===== src/rtl/sched_pkg.sv =====
// sched_pkg: shared constants, requester indices and phase type for the
// serial arithmetic window scheduler.
`default_nettype none

package sched_pkg;

  localparam int ROT_LEN    = 20;
  localparam int PH_WIN_END = 19;

  localparam int REQ_CYC  = 0;
  localparam int REQ_PAGE = 1;
  localparam int REQ_CMP  = 2;

  typedef logic [4:0] phase_t;

  // Round-robin successor over the three requesters (0 -> 1 -> 2 -> 0).
  function automatic logic [1:0] inc_mod3(input logic [1:0] v);
    return (v >= 2'd2) ? 2'd0 : v + 2'd1;
  endfunction

endpackage

`default_nettype wire


===== src/rtl/mdl_rot20gen.sv =====
// mdl_rot20gen: 20-phase timing rotator advanced on the 2 MHz enable, with
// recovery from illegal phase values and an active-low one-hot decode.
`default_nettype none

module mdl_rot20gen
  import sched_pkg::*;
(
  input  logic                clk,
  input  logic                rst_n,
  input  logic                clk_en_n,
  output phase_t              phase,
  output logic [ROT_LEN-1:0]  rot20_n
);

  // The >= compare also sends any illegal value (20..31) back to phase 0.
  always_ff @(posedge clk) begin
    if (!rst_n) begin
      phase <= '0;
    end else if (!clk_en_n) begin
      if (phase >= phase_t'(PH_WIN_END))
        phase <= '0;
      else
        phase <= phase + phase_t'(1);
    end
  end

  always_comb begin
    rot20_n = '1;
    for (int p = 0; p < ROT_LEN; p++)
      rot20_n[p] = (phase != phase_t'(p));
  end

endmodule

`default_nettype wire


===== src/rtl/mdl_serial_sched.sv =====
// mdl_serial_sched: per-frame round-robin grant of the shared serial shift
// window (phases WIN_START..19) to the cycle counter, page counter or comparator.
`default_nettype none

module mdl_serial_sched
  import sched_pkg::*;
#(
  parameter int WIN_START = 10,
  parameter int NREQ      = 3
)(
  input  logic                i_MCLK,
  input  logic                i_RST_n,
  input  logic                i_CLK2M_PCEN_n,
  input  logic                i_SCHED_EN,
  input  logic [NREQ-1:0]     i_REQ,
  output logic [ROT_LEN-1:0]  o_ROT20_n,
  output logic                o_GRANT_VLD,
  output logic [1:0]          o_GRANT,
  output logic [NREQ-1:0]     o_SHIFT,
  output logic [NREQ-1:0]     o_CARRY_CLR,
  output logic [NREQ-1:0]     o_DONE
);

  phase_t      phase;
  logic        gvld;
  logic [1:0]  gidx;
  logic [1:0]  rr;
  logic        found;
  logic [1:0]  pick_idx;
  logic [1:0]  cand;

  mdl_rot20gen u_rot (
    .clk      (i_MCLK),
    .rst_n    (i_RST_n),
    .clk_en_n (i_CLK2M_PCEN_n),
    .phase    (phase),
    .rot20_n  (o_ROT20_n)
  );

  // Search rr, rr+1, rr+2 (mod 3); the first set request wins.
  always_comb begin
    found    = 1'b0;
    pick_idx = rr;
    cand     = rr;
    for (int i = 0; i < NREQ; i++) begin
      if (!found && i_REQ[cand]) begin
        found    = 1'b1;
        pick_idx = cand;
      end
      cand = inc_mod3(cand);
    end
  end

  // The grant only changes at the 19 -> 0 wrap, so it spans a whole frame.
  always_ff @(posedge i_MCLK) begin
    if (!i_RST_n) begin
      gvld <= 1'b0;
      gidx <= 2'd0;
      rr   <= 2'd0;
    end else if (!i_CLK2M_PCEN_n && phase == phase_t'(PH_WIN_END)) begin
      if (i_SCHED_EN && found) begin
        gvld <= 1'b1;
        gidx <= pick_idx;
        rr   <= inc_mod3(pick_idx);
      end else begin
        gvld <= 1'b0;
      end
    end
  end

  always_comb begin
    o_SHIFT     = '0;
    o_CARRY_CLR = '0;
    o_DONE      = '0;
    for (int k = 0; k < NREQ; k++) begin
      if (gvld && gidx == 2'(k)) begin
        o_SHIFT[k]     = (phase >= phase_t'(WIN_START));
        o_CARRY_CLR[k] = (phase == phase_t'(WIN_START));
        o_DONE[k]      = (phase == phase_t'(PH_WIN_END));
      end
    end
  end

  assign o_GRANT_VLD = gvld;
  assign o_GRANT     = gidx;

endmodule

`default_nettype wire


===== config.mk =====
export PLATFORM = sky130hd
export DESIGN_NAME = mdl_serial_sched
export DESIGN_NICKNAME = d
export VERILOG_FILES = /design/src/rtl/sched_pkg.sv /design/src/rtl/mdl_rot20gen.sv /design/src/rtl/mdl_serial_sched.sv
export SDC_FILE = /design/constraint.sdc
export NUM_CORES = 1
export LEC_CHECK = 0
export CORE_ASPECT_RATIO = 0.9
export CORE_UTILIZATION = 35
export CTS_CLUSTER_SIZE = 25
export DETAILED_ROUTE_END_ITERATION = 8
export GPL_TIMING_DRIVEN = 0
export PLACE_DENSITY = 0.72
export SETUP_SLACK_MARGIN = 0.3
export SKIP_CTS_REPAIR_TIMING = 1
export SYNTH_ARGS = -nofsm -noshare
export SYNTH_HDL_FRONTEND = slang
export SYNTH_SLANG_ARGS = --single-unit
export TNS_END_PERCENT = 20

===== constraint.sdc =====
create_clock -name i_MCLK -period 1.5 [get_ports i_MCLK]
set_input_delay 0.3 -clock i_MCLK [delete_from_list [all_inputs] [get_ports i_MCLK]]
set_output_delay 0.3 -clock i_MCLK [all_outputs]
set_load 0.01 [all_outputs]

Word-level counts from Yosys, hierarchy flattened
Cells that the tools add are included.

Flip-flop bits (word level): 10. Bits of input ports: 7. Output and inout port bits: 32.

Add/sub/neg operators: 4. Equality and inequality tests: 23. Order comparisons: 8. Multiplexer cells: 25. Reduce and logical (&&, ||, !) cells: 13.

Operators by type and width (number): $ne A5 B4 Y1 const B (8); $ne A5 B3 Y1 const B (4); $ne A5 B5 Y1 const B (4); $mux W1 (16); $mux W2 (5); $ne A5 B2 Y1 const B (2); $lt A2 B3 Y1 const B (3); $logic_and A1 B1 Y1 (7); $add A2 B1 Y2 const B (3); $bmux W1 S2 (3); $ge A2 B2 Y1 const B (3); $add A5 B1 Y5 const B (1); $eq A5 B4 Y1 const B (1); $eq A5 B5 Y1 const B (1); $ge A5 B4 Y1 const B (1); $ge A5 B5 Y1 const B (1); $mux W5 (1); $ne A5 B1 Y1 const B (1); $reduce_bool A5 Y1 (1); $logic_not A1 Y1 (3); $eq A2 B1 Y1 const B (1); $eq A2 B2 Y1 const B (1); $logic_not A2 Y1 (1); $reduce_and A2 Y1 (1).

Depth between registers and ports, before layout
Depth after elaboration: 11. Depth in mapped cells: 6. Gate-level depth less buffers: 5.

By module
Synthesis repeated with hierarchy kept, for this count alone.

Cells, all modules: 128. Area, all modules: 900.9 sq um.

By module, submodules not included: mdl_rot20gen (cells each 72, times used 1, area each 494.2 sq um); mdl_serial_sched (cells each 56, times used 1, area each 406.6 sq um).

Worst setup path before layout
OpenSTA, ideal clock, no wires.

Path kind: register to output. From: register u_rot.phase[0]. To: output port o_SHIFT[0]. Setup slack: -152 ps. Arrival: 1352 ps. Stages on the path, launching flop included: 6. Cell sequence: dfxtp_1 -> inv_1 -> ha_1 -> or3_1 -> a21oi_1 -> nor2_1.

Cells in the longest elaborated chain, start to end: 2.

RTL lines: start: declaration (RTL line mdl_rot20gen.sv:11) `output phase_t phase,`; start signal: assignment (RTL line mdl_rot20gen.sv:23) `phase <= phase + phase_t'(1);`; $ge A5 B4 Y1 (RTL line mdl_serial_sched.sv:77) `o_SHIFT[k] = (phase >= phase_t'(WIN_START));`; $mux W1 (RTL line mdl_serial_sched.sv:76) `if (gvld && gidx == 2'(k)) begin`; end: declaration (RTL line mdl_serial_sched.sv:19) `output logic [NREQ-1:0] o_SHIFT,`.

No other way between the ends.

Worst setup path after layout
From: register u_rot.phase[0]. To: output port o_SHIFT[2].

The elaborated chain is that of the path after synthesis.

==> impl_metrics.json <==
{
  "seqPwrFrac": 0.446,
  "period_minus_slack_ns": 1.970,
  "fp.dieArea_um2": 2692,
  "drv_cap": 0,
  "crit_start": "u_rot.phase[0]$_SDFFE_PN0N_",
  "multiInputGateArea_um2": 732.0,
  "synth_most_common_cell": "nand2_1",
  "max_freq_ghz": 0.5076,
  "power.density_nw_per_um2": 398.7,
  "switching_share": 0.2799,
  "p_clk_frac": 0.310,
  "wl_met1_um": 1307,
  "synth_async_sr_flop_share": 0,
  "p_comb_frac": 0.244,
  "regToRegSetupSlack_ns": -0.16,
  "cts_tree": "built",
  "cp_max_fo": 5,
  "leakage_nw": 0.6562,
  "place.gp.congestion": 0.7824,
  "first_iter_violations": 17,
  "place_hpwl_um": 2020,
  "max_slew_margin": 0.7740,
  "wl_met2_um": 1449,
  "worstMarginPinSlew_ns": 0.3390,
  "irDropWorstVdd_uv": 719.3,
  "cts-root-buf": "clkbuf_4",
  "netlist_area_um2": 870.8,
  "stdcell_count": 204,
  "hp-start": "i_REQ[2]",
  "syn_to_final_growth_pct": 78.45,
  "r2r_cells": 7,
  "start_util": 0.3850,
  "dieHeight_um": 49.32,
  "nFillCells": 185,
  "cp-endpoint": "o_SHIFT[2]",
  "synth_seq_cells": 10,
  "dr_wl_met3_um": 160,
  "yosysTopAreaCellShare": 0.2299,
  "rows": 16,
  "clkTransAtPathRegs_ns": 0.07,
  "violations": "negative setup slack",
  "grt_pass1_vias": 916,
  "portBuffers": 37,
  "synth_common_cells": "16 x nand2_1, 14 x nor2_1, 10 x a21oi_1, 10 x dfxtp_1",
  "synth_cell_types": 33,
  "critical_path_class": "flop to primary output",
  "final_util": 0.6869,
  "clockBufferDepth": 2,
  "grt_usage": 0.2170,
  "wl_per_cell_um": 14.35,
  "p_total_uw": 619.6,
  "grt_max_degree": 11,
  "routed.top_layer": "met4",
  "setup_viol": 32,
  "cp-start-kind": "flop",
  "reg2reg_from": "u_rot.phase[0]$_SDFFE_PN0N_",
  "syn_avg_cell_area_um2": 7.138,
  "ant_nets": 0,
  "first_pass_iters": 4,
  "boundaryPins": 39,
  "outcome": "complete, but fails checks",
  "overflow": 0,
  "holdPathStages": 3,
  "num_antenna_cells": 0,
  "final_nets": 190,
  "slew_violations": 0,
  "hold_viol": 0,
  "grt_pass1_wl_um": 4278,
  "drc": 0,
  "dieWidth_um": 54.58,
  "rsz0062_at_grt": "true",
  "numCtsBuffers": 3,
  "crit_path_end_kind": "primary output",
  "regArea_um2": 215.2,
  "p_int_uw": 446.1,
  "syn_nets": 134,
  "yosysWarnings": 0,
  "r2r-end": "u_rot.phase[4]$_SDFFE_PN0N_",
  "cts_sinks": 10,
  "synth_area_leaders": "dfxtp_1 23%, ha_1 7.2%, nand2_1 6.9%",
  "required_ns": 1.20,
  "vias": 1088,
  "p_sw_uw": 173.4,
  "dpl.cell_count": 186,
  "wirelength_um": 2928,
  "cp.arrival_ns": 1.67,
  "setup_tns_ns": -4.925,
  "synth_area_leader_cell": "dfxtp_1",
  "clock_latency_ns": 0.27,
  "synth_edf_count": 0,
  "seq_area_frac_synth": 0.2299,
  "syn_inst": 122,
  "worst_clock_skew_ns": 0.009649,
  "worst_slack_ns": -0.4701,
  "drive_above_1_share": 0.4407,
  "antenna_found_initial": 0,
  "ys.flop_type": "dfxtp_1",
  "via_per_inst": 5.333,
  "fin_crit_sh": 1.313,
  "core_area_um2": 2262,
  "h-tree-depth": 1,
  "hp-class": "primary input to flop"
}
==> logic make-up after synthesis <==
| logic type | Yosys count | share of synthesized area |
|---|---|---|
| AND/OR/NAND/NOR | 61 | 0.3664 |
| buffers and inverters | 16 | 0.08908 |
| flip-flops | 10 | 0.2299 |
| multiplexers | 1 | 0.01149 |
| adder cells (fa/ha/maj) | 5 | 0.07184 |
| AO/OA/AOI/OAI | 29 | 0.2313 |
==> layout by cell type, fill, tap and decap left out, types with 7 or more instances in the layout <==
| master | n |
|---|---|
| nand3_1 | 7 |
| a21oi_1 | 7 |
| dlymetal6s2s_1 | 11 |
| buf_4 | 11 |
| clkdlybuf4s50_1 | 7 |
| clkbuf_2 | 12 |
| buf_6 | 9 |
| nor2_1 | 8 |
| nand2_1 | 16 |
==> area by class of cell <==
class                   count  area share
plain buffers               8     0.05314
repair buffers             51      0.2778
well taps                  27     0.02174
clock buffers               4     0.01691
multi-input cells          96      0.4710
flip-flops and latches     10      0.1385
inverters                   8     0.02093
==> per-stage QoR <==
step / cell area [um^2] / worst slack [ns] / hold WS, ns
finish: 1554 / -0.4701 / 0.4885
global route: 1554 / -0.5421 / 0.5152
CTS: 1395 / -0.8398 / 0.5229
detailed placement: 1369 / -0.5357 / 0.5145
global placement: 1369 / -0.4903 / 0.4846
floorplan: 964.7 / 0.02016 / 0.4217
==> routing by layer <==
layer,up-vias,track usage
li1,532,-
met2,31,0.3514
met3,2,0.05919
met5,-,0
met4,0,0.03846
met1,523,0.2820
==> registers in the layout, indices dropped and copies added (netlist names) <==
signal and count:
u_rot.phase 5, o_GRANT 2, o_GRANT_VLD 1, rr 2
==> power by group through the flow <==
| stage | clock, mW | sequential, mW | combinational (mW) |
|---|---|---|---|
| 2_1_floorplan | 0 | 0.285 | 0.0728 |
| 3_3_place_gp | 0 | 0.288 | 0.118 |
| 3_5_place_dp | 0 | 0.288 | 0.123 |
| 4_1_cts | 0.199 | 0.283 | 0.123 |
| 5_1_grt | 0.219 | 0.277 | 0.163 |
| 6_report | 0.192 | 0.276 | 0.151 |
==> worst min-delay path by stage <==
stage	end	slack, ns
final	o_GRANT[1]$_SDFFE_PN0P_	0.49
after global routing	o_GRANT[1]$_SDFFE_PN0P_	0.52
after CTS	o_GRANT_VLD$_SDFFE_PN0P_	0.52
after detailed placement	o_GRANT_VLD$_SDFFE_PN0P_	0.51
after global placement	o_GRANT_VLD$_SDFFE_PN0P_	0.48
after floorplan	u_rot.phase[3]$_SDFFE_PN0N_	0.42
==> critical path: stages, from the launching register on <==
cell	delay (ns)
dfxtp_4	0.39
inv_4	0.05
ha_4	0.17
or3_4	0.34
a21oi_4	0.17
buf_4	0.13
nor2_2	0.02
clkbuf_2	0.12
No activity file was read; power rests on OpenSTA's default activity.
